$ cat src/rtl/traffic_density_encoder.sv
// traffic_density_encoder
// Per-approach vehicle-density encoder. The raw loop detector is synchronised
// and debounced, and rising edges of the filtered state are counted as vehicle
// arrivals over a fixed window. At each window boundary the count is published
// together with a 2-bit traffic level. A loop that stays occupied too long
// raises stuck_fault and forces the level to the fail-safe maximum.
// Optional feature: define TRAFFIC_DENSITY_HYST_EN to enable level hysteresis
// (a decrease needs two consecutive lower windows).
module traffic_density_encoder #(
    parameter int WINDOW    = 1000,
    parameter int DEBOUNCE  = 4,
    parameter int TH_LOW    = 1,
    parameter int TH_MED    = 5,
    parameter int TH_HIGH   = 10,
    parameter int CNT_W     = 8,
    parameter int STUCK_MAX = 5000
) (
    input  logic             clk,
    input  logic             reset,
    input  logic             loop_in,
    output logic [1:0]       level,
    output logic             level_valid,
    output logic [CNT_W-1:0] count_last,
    output logic             stuck_fault
);

    localparam int WIN_W = (WINDOW > 2) ? $clog2(WINDOW) : 1;
    localparam int DB_W  = $clog2(DEBOUNCE + 1);
    localparam int ST_W  = $clog2(STUCK_MAX + 1);

    localparam logic [WIN_W-1:0] WIN_LAST = WIN_W'(WINDOW - 1);
    localparam logic [DB_W-1:0]  DB_LAST  = DB_W'(DEBOUNCE - 1);
    localparam logic [ST_W-1:0]  ST_LIMIT = ST_W'(STUCK_MAX);
    localparam logic [CNT_W-1:0] CNT_SAT  = '1;

    // Map a window count onto the 2-bit traffic level.
    function automatic logic [1:0] classify(input logic [CNT_W-1:0] c);
        logic [31:0] cw;
        cw = 32'(c);
        if (cw < 32'(TH_LOW))
            return 2'b00;
        else if (cw < 32'(TH_MED))
            return 2'b01;
        else if (cw < 32'(TH_HIGH))
            return 2'b10;
        else
            return 2'b11;
    endfunction

    logic             sync1_q, sync2_q;
    logic             filt_q, filt_d;
    logic [DB_W-1:0]  db_q, db_d;
    logic [ST_W-1:0]  st_q, st_d;
    logic             fault_q, fault_d;
    logic [WIN_W-1:0] win_q, win_d;
    logic [CNT_W-1:0] vcnt_q, vcnt_d;
    logic [CNT_W-1:0] cnt_last_q, cnt_last_d;
    logic [1:0]       level_q, level_d;
    logic [1:0]       level_out_q, level_out_d;
    logic             vld_q, vld_d;

    logic             evt;
    logic             terminal;
    logic [CNT_W-1:0] vcnt_inc;
    logic [1:0]       cls;

    // Debounce, event detection, window counting and stuck supervision.
    always_comb begin
        filt_d = filt_q;
        db_d   = '0;
        if (sync2_q != filt_q) begin
            if (db_q == DB_LAST) begin
                filt_d = sync2_q;
            end else begin
                db_d = db_q + DB_W'(1);
            end
        end

        // An arrival is the filtered state going high; ignored while stuck.
        evt      = filt_d & ~filt_q & ~fault_q;
        vcnt_inc = (evt && (vcnt_q != CNT_SAT)) ? vcnt_q + CNT_W'(1) : vcnt_q;

        terminal   = (win_q == WIN_LAST);
        win_d      = terminal ? '0 : win_q + WIN_W'(1);
        vcnt_d     = terminal ? '0 : vcnt_inc;
        cnt_last_d = terminal ? vcnt_inc : cnt_last_q;
        vld_d      = terminal;
        cls        = classify(vcnt_inc);

        if (filt_q)
            st_d = (st_q == ST_LIMIT) ? st_q : st_q + ST_W'(1);
        else
            st_d = '0;
        fault_d = filt_q & (fault_q | (st_q == ST_LIMIT));
    end

`ifdef TRAFFIC_DENSITY_HYST_EN
    logic       pend_q, pend_d;
    logic [1:0] pend_cls_q, pend_cls_d;

    // Level update with hysteresis: rises apply at once, a fall needs two lower windows.
    always_comb begin
        level_d    = level_q;
        pend_d     = pend_q;
        pend_cls_d = pend_cls_q;
        if (terminal) begin
            if (cls >= level_q) begin
                level_d = cls;
                pend_d  = 1'b0;
            end else if (pend_q) begin
                level_d = (cls > pend_cls_q) ? cls : pend_cls_q;
                pend_d  = 1'b0;
            end else begin
                pend_d     = 1'b1;
                pend_cls_d = cls;
            end
        end
    end

    // Hysteresis state: pending flag and the first lower classification.
    always_ff @(posedge clk or posedge reset) begin
        if (reset) begin
            pend_q     <= 1'b0;
            pend_cls_q <= 2'b00;
        end else begin
            pend_q     <= pend_d;
            pend_cls_q <= pend_cls_d;
        end
    end
`else
    // Level update without hysteresis: each window's classification applies directly.
    always_comb begin
        level_d = terminal ? cls : level_q;
    end
`endif

    // The visible level is forced to maximum while the loop is stuck.
    always_comb begin
        level_out_d = fault_d ? 2'b11 : level_d;
    end

    // State registers; every stage returns to idle on asynchronous reset.
    always_ff @(posedge clk or posedge reset) begin
        if (reset) begin
            sync1_q     <= 1'b0;
            sync2_q     <= 1'b0;
            filt_q      <= 1'b0;
            db_q        <= '0;
            st_q        <= '0;
            fault_q     <= 1'b0;
            win_q       <= '0;
            vcnt_q      <= '0;
            cnt_last_q  <= '0;
            level_q     <= 2'b00;
            level_out_q <= 2'b00;
            vld_q       <= 1'b0;
        end else begin
            sync1_q     <= loop_in;
            sync2_q     <= sync1_q;
            filt_q      <= filt_d;
            db_q        <= db_d;
            st_q        <= st_d;
            fault_q     <= fault_d;
            win_q       <= win_d;
            vcnt_q      <= vcnt_d;
            cnt_last_q  <= cnt_last_d;
            level_q     <= level_d;
            level_out_q <= level_out_d;
            vld_q       <= vld_d;
        end
    end

    assign level       = level_out_q;
    assign level_valid = vld_q;
    assign count_last  = cnt_last_q;
    assign stuck_fault = fault_q;

endmodule

$ cat config.mk
export PLATFORM = sky130hd
export DESIGN_NAME = traffic_density_encoder
export DESIGN_NICKNAME = d
export VERILOG_FILES = /design/src/rtl/traffic_density_encoder.sv
export SDC_FILE = /design/constraint.sdc
export NUM_CORES = 1
export LEC_CHECK = 0
export BUFFER_PORTS_ARGS = -buffer_cell sky130_fd_sc_hd__buf_2
export CORE_MARGIN = 1
export CORE_UTILIZATION = 55
export DETAILED_ROUTE_END_ITERATION = 8
export HOLD_SLACK_MARGIN = 0.12
export PLACE_DENSITY = 0.73
export SETUP_SLACK_MARGIN = 0.2
export SYNTH_ARGS = -nofsm -noshare
export SYNTH_HDL_FRONTEND = slang
export SYNTH_SLANG_ARGS = --single-unit
export TNS_END_PERCENT = 10
$ cat constraint.sdc
create_clock -name clk -period 6.8 [get_ports clk]
set_input_delay 1.02 -clock clk [delete_from_list [all_inputs] [get_ports clk]]
set_output_delay 1.02 -clock clk [all_outputs]
set_load 0.01 [all_outputs]
==> impl_metrics.toml <==
[run_status]
status = "complete, no violations"

[sta]
layout_setup_ws_ps = 4140
max-slew-margin-rel_pct = 30.8
finClkSkew_ps = 3.58
hold_slack_ps = 365
fin_crit_ps = 2660
worst_pin_slew_ps = 1040
rsz0062_at_grt = "false"
finalSetupViolCount = 0
fmax_ghz = 0.376
period_share_pct = 39.2
hold_viol = 0
finalMaxSlewViolations = 0
fin_tns_setup_ps = 0

[logic_synthesis]
netlist.area_leader.share_pct = 52.8
avgSynthCellArea_sq_um = 10.4
yosys.area.top_type = "dfrtp_1"
synth.most_common_cell = "dfrtp_1"
ys_top_cells_by_count = "dfrtp_1 (51), nor2_1 (20), nand2_1 (19), o21ai_0 (17)"
async_flop_share_pct = 100
syn_inst = 232
synth-edff-count = 0
ys.flop_type = "dfrtp_1"
syn_area_sq_um = 2410
yosysWarnings = 0
synth_seq_cells = 51
synth.distinct_cells = 49
yosys-top-cells-area = "dfrtp_1 (53%), xnor2_1 (4.7%), o21ai_0 (3.5%)"
syn_nets = 240
synth-seq-area-share_pct = 52.8

[clock_network]
hold_buffers = 0
insertion_delay_ps = 300
post_cts_resize_count = 0
numCtsBuffers = 5
postCtsSetupRepairBufs = 0
cts_max_level = 2
cts_tree = "built"
cts.path.max_buffers = 2
root_buffer = "clkbuf_8"
path_clk_slew_ps = 80
clock_sinks = 51

[layout]
fin_nets = 257
register_area_sq_um = 1280
drive_gt1_share_pct = 11.6
diodes = 0
final_cells = 300
multiInputGateArea_sq_um = 1080
area_delta_synth_final_pct = 8.08
nFillCells = 338

[detailed_routing]
drc = 0
postRouteAntennaNets = 0
num_vias = 1698
wl_microns = 4290
drtIter0Drc = 150
first_pass_iters = 4
viasPerCell = 5.66
wl_per_cell_microns = 14.3

[grt]
met1_usage_pct = 28.0
grt_max_degree = 52
grt_use_met3_pct = 4.67
grt_pass1_wl_microns = 7110
antenna_found_initial = 0
grt_overflow = 0
use_met2_pct = 32.4
globalRouteTotalUtil_pct = 20.9
grt_pass1_vias = 1600
top_usage_layer = "met2"

[job]
cap_violations = 0

[placed_design]
place.gp.congestion = 0.806
dpl_worst_slack_ps = 4130
hpwl_microns = 2980
dp_cells = 292
port-buffer-count = 14

[power_and_ir_drop]
p_switching_mw = 0.176
cellPowerDensity_nw_per_um2 = 238
p_clk_share_pct = 26.7
p_total_mw = 0.621
comb_power_share_pct = 16.1
peakVddDrop_mv = 0.131
leakage_nw = 1.17
p_int_mw = 0.445
switching_share_pct = 28.4
seqPwrFrac_pct = 57.2

[floorplanning]
initial_utilization_pct = 58.7
fp.dieArea_sq_um = 4660
io_pins = 15
core_area_sq_um = 4120
fp.dieW_microns = 68.3
rows = 23
chipHeight_microns = 68.3

[critical_path]
worst_setup_path_end_kind = "register"
crit_fanout = 18
startpoint_type = "register"
path_class = "register to register"
crit_arrival_ps = 2860
cp.required_ps = 7000

[hold_path]
holdCritPathClass = "register to register"
[final timing paths]
| kind | from | to | slack (ps) | cells after the start |
|---|---|---|---|---|
| max | win_q[0]$_DFF_PP0_ | level[1]$_DFF_PP0_ | 4140 | 6 |
| min | sync1_q$_DFF_PP0_ | sync2_q$_DFF_PP0_ | 360 | 0 |
| max reg2reg | win_q[0]$_DFF_PP0_ | level[1]$_DFF_PP0_ | 4140 | 6 |
| min reg2reg | sync1_q$_DFF_PP0_ | sync2_q$_DFF_PP0_ | 360 | 0 |
| max in group asynchronous | reset | level[0]$_DFF_PP0_ | 5200 | 2 |
| min in group asynchronous | reset | st_q[6]$_DFFE_PP0P_ | 950 | 2 |
[critical path, cell delays in order (launching register included)]
cell,delay [ps]
dfrtp_1,410
ha_1,250
and4bb_2,250
nand4_1,460
clkinv_1,600
o22a_1,380
or2_1,200
[cells in the final DEF, fill, tap and decap left out, types with 2 or more instances in the layout]
cell type	Yosys	layout
buf_2	0	14
xnor2_1	13	13
dfrtp_1	51	51
o21ai_0	17	17
xor2_1	3	3
nor4bb_1	2	2
and2_1	13	13
nor2_1	20	20
nand2_1	19	19
nand4_1	3	3
o31ai_1	3	3
nand3_1	13	13
ha_1	5	5
mux2i_1	4	4
or3_1	5	5
o21ai_1	2	2
nor2b_1	2	2
o211ai_1	2	2
and3_1	4	4
clkbuf_8	0	5
inv_1	9	8
nor3_1	9	9
a21boi_0	4	4
[flip-flops by register name, indices dropped and copies added, names as in the netlist]
register / flops
filt_q: 1
vcnt_q: 8
db_q: 3
sync1_q: 1
count_last: 8
sync2_q: 1
level: 2
stuck_fault: 1
level_valid: 1
st_q: 13
level_q: 2
win_q: 10
[stage by stage]
stage / cell area, sq um / utilization (%)
after floorplan: 2410 / -
after global placement: 2520 / 61.4
after detailed placement: 2520 / 61.4
after CTS: 2610 / 63.4
after global routing: 2610 / 63.4
final: 2610 / 63.4
[cell type report]
cell class / instances / area share (%)
Clock buffer: 6 / 2.78
Clock inverter: 2 / 0.479
Inverter: 10 / 1.44
Multi-Input combinational cell: 167 / 41.3
Sequential cell: 51 / 48.9
Tap cell: 50 / 2.40
Timing Repair Buffer: 14 / 2.68
[layer usage]
layer,wire length [microns],part of all wire (%)
met3,172,4.0
met1,2150,50
met4,46,1.1
met5,0,0
met2,1920,45
[power by group through the flow]
stage          logic (mW)  clock network (mW)  registers, mW
4_1_cts             0.101               0.171          0.355
3_3_place_gp       0.0978                   0          0.362
3_5_place_dp        0.101                   0          0.361
6_report            0.100               0.166          0.356
2_1_floorplan      0.0985                   0          0.346
5_1_grt             0.114               0.181          0.361
[kinds of logic after synthesis]
family	count (synthesis)	synth area share [%]
xor gates and xnor gates	16	5.80
buffers and inverters	14	2.49
AOI/OAI and AO/OA	36	9.48
and+or+nand+nor	105	24.7
muxes	5	2.12
adders and majority gates	5	2.59
DFF	51	52.8
Power figures use the tool's default switching activity.
